`config.mk`:
```
export PLATFORM = sky130hd
export DESIGN_NAME = iob_native_split
export DESIGN_NICKNAME = d
export VERILOG_FILES = /design/src/rtl/iob_native_split_pkg.sv /design/src/rtl/iob_split_timeout.sv /design/src/rtl/iob_native_split.sv
export SDC_FILE = /design/constraint.sdc
export NUM_CORES = 1
export LEC_CHECK = 0
export ABC_CLOCK_PERIOD_IN_PS = 3900
export BUFFER_PORTS_ARGS = -buffer_cell sky130_fd_sc_hd__clkbuf_2
export CAP_MARGIN = 15
export CORE_AREA = 3 3 121 123
export DETAILED_ROUTE_END_ITERATION = 10
export DIE_AREA = 0 0 124 126
export PLACE_DENSITY = 0.72
export REMOVE_ABC_BUFFERS = 1
export SLEW_MARGIN = 5
export SYNTH_ARGS = -nofsm -noshare
export SYNTH_HDL_FRONTEND = slang
export SYNTH_SLANG_ARGS = --single-unit
```
`constraint.sdc`:
```
create_clock -name clk -period 3.9 [get_ports clk]
set_input_delay 0.585 -clock clk [delete_from_list [all_inputs] [get_ports clk]]
set_output_delay 0.585 -clock clk [all_outputs]
set_load 0.005 [all_outputs]
```
`src/rtl/iob_native_split_pkg.sv`:
```
// rtl/iob_native_split_pkg.sv - shared types and defaults for the CPU-to-IOb native splitter
// Holds the FSM state encoding, the error read-data default and the width helpers
// used to derive WSTRB_W and SEL_W from the top-level parameters.
package iob_native_split_pkg;

    typedef enum logic [1:0] {
        ST_IDLE   = 2'd0,
        ST_ACCESS = 2'd1,
        ST_RWAIT  = 2'd2,
        ST_DONE   = 2'd3
    } state_t;

    localparam int          ADDR_W_DEFAULT   = 32;
    localparam int          DATA_W_DEFAULT   = 32;
    localparam int          N_SLAVES_DEFAULT = 2;
    localparam int          TIMEOUT_DEFAULT  = 1024;
    localparam logic [31:0] ERR_DATA_DEFAULT = 32'hDEADBEEF;

    function automatic int wstrb_width(input int data_w);
        return data_w / 8;
    endfunction

    function automatic int sel_width(input int n_slaves);
        return $clog2(n_slaves);
    endfunction

endpackage

```
`src/rtl/iob_split_timeout.sv`:
```
// rtl/iob_split_timeout.sv - access timeout counter for the native splitter
// Ports:
//   clk, rst   clock and asynchronous active-high reset
//   clear      hold the counter at zero (FSM idle)
//   count_en   count this cycle (FSM waiting on the slave)
//   expire     high in the cycle the counter sits at TIMEOUT-1 while counting
module iob_split_timeout #(
    parameter int TIMEOUT = 1024
) (
    input  logic clk,
    input  logic rst,
    input  logic clear,
    input  logic count_en,
    output logic expire
);

    localparam int CNT_W = $clog2(TIMEOUT + 1);

    logic [CNT_W-1:0] cnt;

    always_ff @(posedge clk or posedge rst) begin
        if (rst) begin
            cnt <= '0;
        end else if (clear) begin
            cnt <= '0;
        end else if (count_en) begin
            cnt <= cnt + CNT_W'(1);
        end
    end

    // The counter starts at 0 in the first waiting cycle, so expiry in the
    // cycle it shows TIMEOUT-1 gives exactly TIMEOUT waiting cycles.
    assign expire = count_en && (cnt == CNT_W'(TIMEOUT - 1));

endmodule

```
`src/rtl/iob_native_split.sv`:
```
// rtl/iob_native_split.sv - splits one CPU native port into N_SLAVES IOb native ports
// Optional feature macro: IOB_NATIVE_SPLIT_TIMEOUT_EN (error completion after TIMEOUT
// waiting cycles; without it the FSM waits indefinitely and err_o stays 0).
// Ports:
//   clk, rst              clock, asynchronous active-high reset
//   cpu_valid_i/addr_i/wdata_i/wstrb_i   CPU request (wstrb 0 = read)
//   cpu_ready_o, cpu_rdata_o             one-cycle completion pulse and read data
//   m_avalid_o/addr_o/wdata_o/wstrb_o    per-slave request, slice i = slave i
//   m_ready_i, m_rvalid_i, m_rdata_i     per-slave accept, read valid, read data
//   err_o                                sticky timeout flag
module iob_native_split
    import iob_native_split_pkg::*;
#(
    parameter int                ADDR_W   = ADDR_W_DEFAULT,
    parameter int                DATA_W   = DATA_W_DEFAULT,
    parameter int                N_SLAVES = N_SLAVES_DEFAULT,
    parameter int                TIMEOUT  = TIMEOUT_DEFAULT,
    parameter logic [DATA_W-1:0] ERR_DATA = DATA_W'(ERR_DATA_DEFAULT)
) (
    input  logic                          clk,
    input  logic                          rst,
    input  logic                          cpu_valid_i,
    input  logic [ADDR_W-1:0]             cpu_addr_i,
    input  logic [DATA_W-1:0]             cpu_wdata_i,
    input  logic [wstrb_width(DATA_W)-1:0] cpu_wstrb_i,
    output logic                          cpu_ready_o,
    output logic [DATA_W-1:0]             cpu_rdata_o,
    output logic [N_SLAVES-1:0]           m_avalid_o,
    output logic [N_SLAVES*ADDR_W-1:0]    m_addr_o,
    output logic [N_SLAVES*DATA_W-1:0]    m_wdata_o,
    output logic [N_SLAVES*wstrb_width(DATA_W)-1:0] m_wstrb_o,
    input  logic [N_SLAVES-1:0]           m_ready_i,
    input  logic [N_SLAVES-1:0]           m_rvalid_i,
    input  logic [N_SLAVES*DATA_W-1:0]    m_rdata_i,
    output logic                          err_o
);

    localparam int WSTRB_W = wstrb_width(DATA_W);
    localparam int SEL_W   = sel_width(N_SLAVES);

    state_t             state, state_nxt;
    logic [ADDR_W-1:0]  addr_q;
    logic [DATA_W-1:0]  wdata_q;
    logic [WSTRB_W-1:0] wstrb_q;
    logic [SEL_W-1:0]   sel_q;
    logic [DATA_W-1:0]  rdata_q;
    logic               err_q;

    logic               sel_ready;
    logic               sel_rvalid;
    logic [DATA_W-1:0]  sel_rdata;
    logic               capture;
    logic               load_rdata;
    logic               load_err;
    logic               set_err;
    logic               expire;

    // Only the latched target's handshake and data are ever looked at.
    always_comb begin
        sel_ready  = 1'b0;
        sel_rvalid = 1'b0;
        sel_rdata  = '0;
        for (int i = 0; i < N_SLAVES; i++) begin
            if (sel_q == SEL_W'(i)) begin
                sel_ready  = m_ready_i[i];
                sel_rvalid = m_rvalid_i[i];
                sel_rdata  = m_rdata_i[i*DATA_W +: DATA_W];
            end
        end
    end

    always_ff @(posedge clk or posedge rst) begin
        if (rst) begin
            state <= ST_IDLE;
        end else begin
            state <= state_nxt;
        end
    end

    always_comb begin
        state_nxt  = state;
        capture    = 1'b0;
        load_rdata = 1'b0;
        load_err   = 1'b0;
        set_err    = 1'b0;
        case (state)
            ST_IDLE: begin
                if (cpu_valid_i) begin
                    capture   = 1'b1;
                    state_nxt = ST_ACCESS;
                end
            end
            ST_ACCESS: begin
                if (sel_ready) begin
                    state_nxt = (wstrb_q != '0) ? ST_DONE : ST_RWAIT;
                end else if (expire) begin
                    // Timed-out writes complete without touching rdata.
                    state_nxt = ST_DONE;
                    set_err   = 1'b1;
                    load_err  = (wstrb_q == '0);
                end
            end
            ST_RWAIT: begin
                if (sel_rvalid) begin
                    load_rdata = 1'b1;
                    state_nxt  = ST_DONE;
                end else if (expire) begin
                    load_err  = 1'b1;
                    set_err   = 1'b1;
                    state_nxt = ST_DONE;
                end
            end
            ST_DONE: begin
                state_nxt = ST_IDLE;
            end
            default: begin
                state_nxt = ST_IDLE;
            end
        endcase
    end

    always_ff @(posedge clk or posedge rst) begin
        if (rst) begin
            addr_q  <= '0;
            wdata_q <= '0;
            wstrb_q <= '0;
            sel_q   <= '0;
        end else if (capture) begin
            addr_q  <= cpu_addr_i;
            wdata_q <= cpu_wdata_i;
            wstrb_q <= cpu_wstrb_i;
            sel_q   <= cpu_addr_i[ADDR_W-1 -: SEL_W];
        end
    end

    always_ff @(posedge clk or posedge rst) begin
        if (rst) begin
            rdata_q <= '0;
            err_q   <= 1'b0;
        end else begin
            if (load_rdata) begin
                rdata_q <= sel_rdata;
            end else if (load_err) begin
                rdata_q <= ERR_DATA;
            end
            if (set_err) begin
                err_q <= 1'b1;
            end
        end
    end

    // Request outputs are decoded from the registered state, so they are
    // glitch-free with respect to CPU inputs and zero outside ACCESS.
    always_comb begin
        m_avalid_o = '0;
        m_addr_o   = '0;
        m_wdata_o  = '0;
        m_wstrb_o  = '0;
        if (state == ST_ACCESS) begin
            for (int i = 0; i < N_SLAVES; i++) begin
                if (sel_q == SEL_W'(i)) begin
                    m_avalid_o[i]                     = 1'b1;
                    m_addr_o[i*ADDR_W +: ADDR_W]      = addr_q;
                    m_wdata_o[i*DATA_W +: DATA_W]     = wdata_q;
                    m_wstrb_o[i*WSTRB_W +: WSTRB_W]   = wstrb_q;
                end
            end
        end
    end

    assign cpu_ready_o = (state == ST_DONE);
    assign cpu_rdata_o = rdata_q;

`ifdef IOB_NATIVE_SPLIT_TIMEOUT_EN
    iob_split_timeout #(
        .TIMEOUT (TIMEOUT)
    ) u_timeout (
        .clk      (clk),
        .rst      (rst),
        .clear    (state == ST_IDLE),
        .count_en ((state == ST_ACCESS) || (state == ST_RWAIT)),
        .expire   (expire)
    );
    assign err_o = err_q;
`else
    logic unused_timeout;
    assign unused_timeout = ^{TIMEOUT, err_q};
    assign expire         = 1'b0;
    assign err_o          = 1'b0;
`endif

endmodule

```
# After elaboration in Yosys (flattened, before gate mapping)
# Index checks and enable logic that the tools add are counted.
[op_classes]
n_reduce_logical = 3
shift = 0
n_mul = 0
n_mux = 25
div_mod_pow = 0
n_addsub = 0
n_bitwise = 0
eq_ne = 6
magnitude_cmp = 0
[op_table]
columns = ["operator", "n"]
rows = [
  ["$mux 32", 6],
  ["$mux 64", 2],
  ["$mux 1", 9],
  ["$mux 2", 4],
  ["$mux 4", 2],
  ["$mux 8", 1],
  ["$pmux 2 s4", 1],
  ["$ne 2x2->1 const B", 3],
  ["$eq 2x2->1 const B", 2],
  ["$reduce_bool 4->1", 1],
  ["$reduce_and 3->1", 1],
  ["$eq 2x1->1 const B", 1],
  ["$logic_not 2->1", 1],
]
[totals]
latchBits = 0
inputBits = 139
memories = 0
romBits = 0
register_bits = 103
mem_bits_rw = 0

# Depth between registers and ports, before layout
# Gate-level depths: netlist (run 1).
[depth]
word_depth = 4
depth_mapped = 7
mapped_depth_nobuf = 6

# Worst setup path after synthesis (run 1)
# OpenSTA, ideal clock, no wires.
[synth_path]
kind = "register to output"
startpoint = "reg state[1]"
endpoint = "out m_avalid_o[1]"
t_required_ns = 3.315
t_arrival_ns = 1.492
path_stages_with_launch = 7
path_slack_ns = 1.823
cell_sequence = "dfrtp_1 > inv_1 > ha_1 > clkbuf_1 > clkbuf_1 > and2_1 > buf_4"
[synth_via]
elab_chain_len = 2
[synth_rtl]
columns = ["element", "line", "source"]
rows = [
  ["from (decl)", "iob_native_split.sv:41", "state_t state, state_nxt;"],
  ["from (signal assigned)", "iob_native_split.sv:76", "state <= state_nxt;"],
  ["$eq 2x1->1", "iob_native_split.sv:159", "if (state == ST_ACCESS) begin"],
  ["$mux 2", "iob_native_split.sv:159", ""],
  ["to (decl)", "iob_native_split.sv:28", "output logic [N_SLAVES-1:0] m_avalid_o,"],
]
# No other way between the ends.

==> results.txt, run 1 <==
Outcome: completed
Yosys top cell area share: 48.38%
Layout area overhead: 35.85%
Finish-stage setup viols: 0
Post-DRT Antenna Nets: 0
Final Skew: 0.005528 ns
Ant. Diodes: 0
Power, Total: 5.247 mW
Hold Vio Cnt, Final: 0
Rows: 43
CP Buf/Inv Count: 1
Most common cell after layout, fill and taps aside: clkbuf_2
Max IR drop VDD: 0.0003584 V
Chip height: 126 um
Slew @ Worst Pin: 0.9892 ns
Vias in the first global route: 4218
Routed WL per cell: 14.67 um
Detail Placement HPWL: 10140 um
Classification of the worst setup path: register to output port
Distinct cells, synth: 25
Commonest non-fill, non-tap cells in the layout: clkbuf_2 (308), dfrtp_1 (101), mux2_1 (68), and2_1 (68), and3_1 (67)
IO Pins: 311
Fmax: 334.1 MHz
Via count: 4362
Critical Path RT: 3.31 ns
CP max-delay cell: and2b_2
Insertion delay to the later sink of the worst-skew pair: 0.35 ns
DRC errors left: 0
Placer Congestion: 0.7728
Vias per Instance: 4.675
Maximum Capacitance Violations: 0
Family with the most delay on the worst path: simple AND/OR/NAND/NOR gates
Buffers on Ports: 308
Worst Path Arrival: 2.41 ns
Startpoint types: register
CTS tree: done
Die area: 0.01562 sq mm
Leakage dissipation: 4.066 nW
Setup TNS: 0 ns
Final Max Tran Viols: 0
Crit-path cells: and2b_2 > and2_1 > clkbuf_2
R2R depth: 5
Yosys top cell by area: dfrtp_1
Hold Crit Class: input pin to asynchronous set/reset pin
Filler instances: 1311
CTS Sinks: 102
Longest Clk Path Bufs: 2
Synth Cell Area: 0.005276 sq mm
Postcts setup bufs: 0
Global-route wire length before repair: 21200 um
CTS Buf Count: 9
Chip width: 124 um
Synth Register Bits: 102
Final wirelength: 13690 um
Setup crit end kind: output port
Total GRT Usage: 17.18%
Post-Synthesis Cells: 466
Fin crit share: 76.75%
Max incr delay on CP: 0.97 ns
PwrDens: 732.0 mW/mm^2
Hold buffers post-CTS: 0
Core ar.: 0.01377 sq mm
Largest cells by area after synthesis: dfrtp_1 (48%), mux2_1 (15%), and2_1 (8.1%)
Sequential fraction of the synthesis area: 48.38%
# resized after CTS: 0
CP Depth: 3
Iter 0 DRT Violations: 183
Relative slew slack: 34.05%
Layout cells sized above 1: 47.41%
Initial Util: 38.31%
Ys Warns: 0
Drt pass-1 iters: 4
Total gr overflow: 0
Critical-path maximum fanout: 68
Root buffer cell: clkbuf_16
H-tree Lvls: 3
Initial antenna violation count: 0
RSZ-0062 raised after global routing: no
Layout net count: 892
Register clock-pin slew on the reported worst setup and hold paths: 0.07 ns
Largest net degree at the start of global routing: 77
Synth Area per Inst: 11.32 sq um
Min Tclk post-route: 2.993 ns
-- worst reg2reg max path, cell delays in order (launching register included) --
cell	delay, ns
dfrtp_4	0.80
buf_4	0.58
mux2i_1	0.19
a221oi_2	0.33
and4b_1	0.24
a21oi_1	0.04
-- kinds of logic after synthesis --
logic type | Yosys count | synth area share [%]
buffers and inverters | 46 | 5.146
and+or+nand+nor | 173 | 18.99
muxes | 102 | 21.03
AOI/OAI and AO/OA | 37 | 5.193
DFF | 102 | 48.38
other | 1 | 0.07107
adders and majority gates | 5 | 1.186
-- cell type report --
class                      instances  area [sq um]  share of cell area, %
multi-input combinational        319          2470                  34.46
tap                              180         225.2                  3.142
inverter                           3         13.76                 0.1920
clock buffer                      10         239.0                  3.334
sequential                       102          2556                  35.66
clock inverter                     6         85.08                  1.187
timing repair buffer             313          1579                  22.03
-- worst paths after layout --
kind,startpoint,end,slack [ns]
worst max-delay path,addr_q[31]$_DFFE_PP0P_,m_addr_o[12],0.91
worst min-delay path,rst,addr_q[29]$_DFFE_PP0P_,0.42
worst max register to register,addr_q[31]$_DFFE_PP0P_,state[0]$_DFFE_PP0P_,1.60
worst min register to register,cpu_rdata_o[0]$_DFFE_PP0P_,cpu_rdata_o[0]$_DFFE_PP0P_,0.48
max in group asynchronous,rst,addr_q[5]$_DFFE_PP0P_,2.67
min in group clk,cpu_addr_i[29],addr_q[29]$_DFFE_PP0P_,0.44
-- layer usage --
layer  vias up  share of wire [%]  track usage (%)  routed length (um)
met4         0                2.1            6.765                 293
li1       2155                  -                -                   -
met3        20                8.4            3.862                1149
met2       197                 50            30.67                6873
met5         -                  0                0                   0
met1      1990                 39            19.68                5372
-- where the power goes --
part,switching [mW],internal (mW)
Sequential,0.433,1.59
Combinational,1.10,1.14
Clock,0.399,0.578
-- Yosys cell counts --
master and instances:
clkbuf_1 18, ha_1 5, buf_8 2, nand2_1 34, o41ai_1 1, nor2b_1 1, and2_1 68, dfrtp_1 102
o21ai_1 13, buf_6 6, inv_1 3, nand2b_1 1, mux2_1 68, conb_1 1, buf_2 13, buf_4 4
mux2i_2 1, mux2i_1 33, a21oi_1 1, and2b_1 1, and4b_1 1, o21ai_2 20, a221oi_2 1, o21ai_0 1
and3_1 67
-- sequential cells by signal (all words and copies together), names as in the netlist --
name	count
cpu_rdata_o	32
state	2
wdata_q	32
addr_q	32
wstrb_q	4
-- through the flow --
step	hold WS [ns]	area, sq um	util (%)	worst slack (ns)	std cells
global placement	0.4614	6844	49.69	1.278	917
floorplan	0.4702	5020	-	-0.3159	424
detailed placement	0.4671	6844	49.69	1.267	917
finish	0.4155	7168	52.04	0.9066	933
CTS	0.4289	7168	52.04	0.8806	933
global route	0.4322	7168	52.04	0.7105	933
No activity file was read; power rests on OpenSTA's default activity.
==> run 2, diff against run 1 <==
ABC_CLOCK_PERIOD_IN_PS = 2800   (was 3900)
clock period = 2.8 ns   (was 3.9 ns; I/O delays follow)
==> run 2 against run 1 <==
First-iteration DRC count fell by 21%. Power rose by 38%. Die area did not move. Hold slack got worse by 0.25 ns. Highest routed layer unchanged. Sequential cell count did not move. Sequential share of layout area fell by 0.19 points. Sequential power rose by 37%. Global-route usage fell by 0.11 points. Via count rose by 0.23%. Setup slack got worse by 0.55 ns.
==> results.txt, run 2 (synthesis gave the netlist of run 1 again) <==
Critical-path maximum fanout: 64 (was 68)
Longest Clk Path Bufs: 2 (unchanged)
Max IR drop VDD: 0.0004512 V (was 0.0003584 V)
Final Skew: 0.007631 ns (was 0.005528 ns)
Vias in the first global route: 4074 (was 4218)
Worst Path Arrival: 2.03 ns (was 2.41 ns)
Register clock-pin slew on the reported worst setup and hold paths: 0.07 ns (about the same)
Initial antenna violation count: 0 (unchanged)
IO Pins: 311 (unchanged)
Leakage dissipation: 4.089 nW (was 4.066 nW)
Register share of total power: 38.1% (was 38.6%)
Finish-stage setup viols: 0 (unchanged)
Comb pwr share: 44.7% (was 42.8%)
Filler instances: 1315 (was 1311)
Post-route setup slack: 0.3537 ns (was 0.9066 ns)
RSZ-0062 raised after global routing: no (unchanged)
Clk pwr share: 17.2% (was 18.6%)
Detail Placement HPWL: 10730 um (was 10140 um)
Hold Crit Class: input pin to asynchronous set/reset pin (unchanged)
DP Area: 0.006904 sq mm (was 0.006844 sq mm)
Ant. Diodes: 0 (unchanged)
Iter 0 DRT Violations: 144 (was 183)
Post-route cell area: 0.007207 sq mm (was 0.007168 sq mm)
Initial Util: 38.31% (unchanged)
Root buffer cell: clkbuf_16 (unchanged)
Insertion delay to the later sink of the worst-skew pair: 0.34 ns (was 0.35 ns)
Placer Congestion: 0.7856 (was 0.7728)
CP max-delay cell: dfrtp_1 (was and2b_2)
Max incr delay on CP: 0.42 ns (was 0.97 ns)
Routed WL per cell: 14.62 um (was 14.67 um)
Rows: 43 (unchanged)
Layout net count: 895 (was 892)
Die area: 0.01562 sq mm (unchanged)
Chip width: 124 um (unchanged)
Setup crit end kind: output port (unchanged)
Global-route wire length before repair: 20880 um (was 21200 um)
Critical Path RT: 2.38 ns (was 3.31 ns)
Total gr overflow: 0 (unchanged)
Layout cells sized above 1: 47.35% (was 47.41%)
CTS Sinks: 102 (unchanged)
Slew @ Worst Pin: 0.6537 ns (was 0.9892 ns)
Crit-path cells: inv_1 > ha_2 > and2b_2 > buf_4 > and2_1 > clkbuf_2 (was and2b_2 > and2_1 > clkbuf_2)
Post-DRT Antenna Nets: 0 (unchanged)
Most common cell after layout, fill and taps aside: clkbuf_2 (unchanged)
# resized after CTS: 0 (unchanged)
R2R depth: 5 (unchanged)
Hold buffers post-CTS: 0 (unchanged)
Setup WS pre-CTS: 0.6928 ns (was 1.267 ns)
Relative slew slack: 56.42% (was 34.05%)
Via count: 4372 (was 4362)
Setup TNS: 0 ns (unchanged)
Final Max Tran Viols: 0 (unchanged)
Layout area overhead: 36.59% (was 35.85%)
Fmax: 408.8 MHz
CTS tree: done (unchanged)
Largest net degree at the start of global routing: 65 (was 77)
Fin crit share: 87.37%
Total GRT Usage: 17.07% (was 17.18%)
P_int: 4.601 mW (was 3.311 mW)
Commonest non-fill, non-tap cells in the layout: clkbuf_2 (308), dfrtp_1 (101), mux2_1 (68), and2_1 (68), and3_1 (67) (unchanged)
Drt pass-1 iters: 4 (unchanged)
Worst r2r src: state[0]$_DFFE_PP0P_ (was addr_q[31]$_DFFE_PP0P_)
Core ar.: 0.01377 sq mm (unchanged)
R2R Setup Slk: 0.90 ns (was 1.60 ns)
Chip height: 126 um (unchanged)
Switching Fraction: 36.55% (was 36.90%)
Final wirelength: 13690 um (about the same)
Outcome: completed (unchanged)
Min Tclk post-route: 2.446 ns
Maximum Capacitance Violations: 0 (unchanged)
Postcts setup bufs: 0 (unchanged)
Startpoint types: register (unchanged)
FF-to-FF End: wdata_q[10]$_DFFE_PP0P_ (was state[0]$_DFFE_PP0P_)
DRC errors left: 0 (unchanged)
PwrDens: 1006 mW/mm^2 (was 732.0 mW/mm^2)
Psw: 2.650 mW (was 1.936 mW)
Buffers on Ports: 308 (unchanged)
Classification of the worst setup path: register to output port (unchanged)
Vias per Instance: 4.671 (was 4.675)
CTS Buf Count: 9 (unchanged)
H-tree Lvls: 3 (unchanged)
Hold Vio Cnt, Final: 0 (unchanged)
Final core occ: 52.33% (was 52.04%)
==> run 2: changes by cell type in the layout (fill, tap and decap cells not counted) <==
cell,before,now
buf_12,0,3
clkbuf_1,0,2
bufinv_16,2,1
clkbuf_8,1,2
clkinv_2,2,1
clkinvlp_4,2,1
==> run 2: layer usage <==
| metal | track usage [%] | vias to the layer above | wire length, um |
|---|---|---|---|
| met4 | 7.023 | 0 | 262 |
| met3 | 4.401 | 17 | 1324 |
| met2 | 30.35 | 201 | 6847 |
| met5 | 0 | - | 0 |
| li1 | - | 2155 | - |
| met1 | 19.16 | 1999 | 5251 |
==> run 2: metrics by stage <==
step,power (mW),hold slack (ns),instances
finish,7.250,0.1681,936
global route,7.895,0.2351,936
CTS,7.401,0.1897,936
detailed placement,6.119,0.4650,920
global placement,6.021,0.4614,920
floorplan,4.583,0.4702,424
==> run 2: worst max-delay path, delay by kind of cell, from the launching register on <==
kind / cells / cell delay [ns]
flip-flops: 1 / 0.42
buffers and inverters: 3 / 0.64
AND/OR/NAND/NOR: 2 / 0.38
adder cells (fa/ha/maj): 1 / 0.20
==> run 2: worst max-delay path by stage <==
stage | startpoint | slack (ns) | end
after floorplan | addr_q[31]$_DFFE_PP0P_ | -1.42 | cpu_rdata_o[0]$_DFFE_PP0P_
after global placement | state[1]$_DFFE_PP0P_ | 0.71 | m_wdata_o[26]
after detailed placement | state[1]$_DFFE_PP0P_ | 0.69 | m_wdata_o[26]
after CTS | state[1]$_DFFE_PP0P_ | 0.31 | m_wdata_o[26]
after global routing | state[1]$_DFFE_PP0P_ | 0.18 | m_addr_o[26]
final | state[1]$_DFFE_PP0P_ | 0.35 | m_wdata_o[23]
==> run 2: cell type report <==
cell class	count	area (sq um)	area share, %
repair buffers	316	1639	22.74
inverters	3	13.76	0.1910
clock buffers	13	260.3	3.611
clock inverters	3	42.54	0.5903
multi-input cells	319	2470	34.27
well taps	180	225.2	3.125
flip-flops and latches	102	2556	35.47
==> run 2: power groups by stage <==
stage                     Combinational, mW  Clock (mW)  Sequential (mW)
final                                  3.24        1.25             2.76
after detailed placement               3.33           0             2.79
after global placement                 3.25           0             2.77
after CTS                              3.32        1.30             2.78
after floorplan                        1.86           0             2.72
after global routing                   3.65        1.37             2.87
==> run 3, diff against run 2 <==
ABC_CLOCK_PERIOD_IN_PS = 2380   (was 2800)
clock period = 2.38 ns   (was 2.8 ns; I/O delays follow)
==> run 3 against run 2 <==
Critical path depth is the same. Largest cell class unchanged. First-iteration DRC count fell by 19%. Global-route usage up 0.086 points. Power rose by 18%. Setup slack lost 0.18 ns. Hold slack got worse by 0.13 ns. Combinational power is 20% higher. Non-clock buffer count grew 3. Sequential power is 15% higher.
==> results.txt, run 3 (synthesis gave the netlist of run 1 again) <==
Total gr overflow: 0 (unchanged)
Switching Fraction: 36.46% (was 36.55%)
IO Pins: 311 (unchanged)
Cell Count, Final, Fillers Out: 938 (was 936)
Hold buffers post-CTS: 0 (unchanged)
P_int: 5.452 mW (was 4.601 mW)
Longest Clk Path Bufs: 2 (unchanged)
Worst Path Arrival: 1.85 ns (was 2.03 ns)
Register share of total power: 37.1% (was 38.1%)
Drt pass-1 iters: 3 (was 4)
Setup WS pre-CTS: 0.5214 ns (was 0.6928 ns)
Layout net count: 898 (was 895)
Postcts setup bufs: 0 (unchanged)
Layout cells sized above 1: 47.76% (was 47.35%)
Initial Util: 38.31% (unchanged)
Iter 0 DRT Violations: 116 (was 144)
Maximum Capacitance Violations: 0 (unchanged)
Ant. Diodes: 0 (unchanged)
Startpoint types: register (unchanged)
Fin crit share: 92.56%
Register clock-pin slew on the reported worst setup and hold paths: 0.07 ns (about the same)
Placer Congestion: 0.7906 (was 0.7856)
Chip height: 126 um (unchanged)
Comb pwr share: 45.4% (was 44.7%)
Finish-stage setup viols: 0 (unchanged)
Vias per Instance: 4.682 (was 4.671)
RSZ-0062 raised after global routing: no (unchanged)
Post-DRT Antenna Nets: 0 (unchanged)
Relative slew slack: 54.20% (was 56.42%)
Final Skew: 0.006419 ns (was 0.007631 ns)
Insertion delay to the later sink of the worst-skew pair: 0.34 ns (about the same)
CTS tree: done (unchanged)
Chip width: 124 um (unchanged)
Max IR drop VDD: 0.0006434 V (was 0.0004512 V)
Total GRT Usage: 17.15% (was 17.07%)
H-tree Lvls: 3 (unchanged)
Detail Placement HPWL: 10670 um (was 10730 um)
CTS Sinks: 102 (unchanged)
Via count: 4392 (was 4372)
CTS Buf Count: 9 (unchanged)
Final wirelength: 13590 um (was 13690 um)
Die area: 0.01562 sq mm (unchanged)
Buffers on Ports: 308 (unchanged)
Rows: 43 (unchanged)
Hold Crit Class: input pin to asynchronous set/reset pin (unchanged)
Routed WL per cell: 14.48 um (was 14.62 um)
Global-route wire length before repair: 21130 um (was 20880 um)
Hold Vio Cnt, Final: 0 (unchanged)
PwrDens: 1186 mW/mm^2 (was 1006 mW/mm^2)
Clk pwr share: 17.5% (was 17.2%)
Most common cell after layout, fill and taps aside: clkbuf_2 (unchanged)
Root buffer cell: clkbuf_16 (unchanged)
Largest net degree at the start of global routing: 65 (unchanged)
Layout area overhead: 37.14% (was 36.59%)
Core ar.: 0.01377 sq mm (unchanged)
# resized after CTS: 0 (unchanged)
Post-route setup slack: 0.1770 ns (was 0.3537 ns)
Final Max Tran Viols: 0 (unchanged)
Leakage dissipation: 4.109 nW (was 4.089 nW)
Outcome: completed (unchanged)
Slew @ Worst Pin: 0.6869 ns (was 0.6537 ns)
Critical Path RT: 2.02 ns (was 2.38 ns)
Setup crit end kind: output port (unchanged)
Vias in the first global route: 4222 (was 4074)
Commonest non-fill, non-tap cells in the layout: clkbuf_2 (308), dfrtp_1 (101), mux2_1 (68), and2_1 (68), and3_1 (67) (unchanged)
Critical-path maximum fanout: 46 (was 64)
Psw: 3.128 mW (was 2.650 mW)
Min Tclk post-route: 2.203 ns
Initial antenna violation count: 0 (unchanged)
Placed Instances: 923 (was 920)
Classification of the worst setup path: register to output port (unchanged)
DRC errors left: 0 (unchanged)
Fmax: 453.9 MHz
run 3: power by group through the flow:
stage / logic (mW) / clock network, mW / registers, mW
global placement: 3.91 / 0 / 3.20
finish: 3.89 / 1.50 / 3.18
detailed placement: 3.97 / 0 / 3.23
floorplan: 2.19 / 0 / 3.20
CTS: 3.98 / 1.55 / 3.20
global route: 4.39 / 1.62 / 3.32
run 3: layout make-up:
class                   instances  area, sq um
fillers                      1306         6538
flip-flops and latches        102         2556
multi-input cells             319         2470
repair buffers                319         1662
clock buffers                  12        266.5
well taps                     180        225.2
clock inverters                 3        42.54
inverters                       3        13.76
run 3: final timing paths:
check / endpoint / cells after the start / start / slack [ns]
worst max-delay path: m_addr_o[24] / 6 / state[1]$_DFFE_PP0P_ / 0.18
min in group clk: addr_q[13]$_DFFE_PP0P_ / 2 / cpu_addr_i[13] / 0.23
worst min-delay path: wdata_q[6]$_DFFE_PP0P_ / 2 / rst / 0.04
worst min register to register: cpu_rdata_o[11]$_DFFE_PP0P_ / 2 / cpu_rdata_o[11]$_DFFE_PP0P_ / 0.48
worst max register to register: addr_q[31]$_DFFE_PP0P_ / 5 / state[0]$_DFFE_PP0P_ / 0.57
max in group asynchronous: wdata_q[4]$_DFFE_PP0P_ / 3 / rst / 1.75
run 3: worst max-delay path: stages, from the launching register on:
cell,delay (ns)
dfrtp_1,0.41
inv_1,0.13
ha_2,0.21
and2b_2,0.15
buf_4,0.31
and2_1,0.19
clkbuf_2,0.11
run 3: per-stage QoR:
stage               total power, mW  utilization, %  hold WS [ns]  setup TNS, ns  area, sq um
global route                  9.321           52.53       0.07618              0         7236
floorplan                     5.392               -        0.4702        -228.54         5020
finish                        8.580           52.53       0.03806              0         7236
detailed placement            7.202           50.29        0.4208              0         6927
global placement              7.107           50.29        0.4166              0         6927
CTS                           8.730           52.53       0.04409              0         7236
run 3: routing by layer:
metal / track usage, % / wire (um) / vias up
li1: - / - / 2166
met5: 0 / 0 / -
met2: 31.43 / 6998 / 186
met1: 19.28 / 5186 / 2026
met3: 4.086 / 1200 / 14
met4: 5.606 / 199 / 0
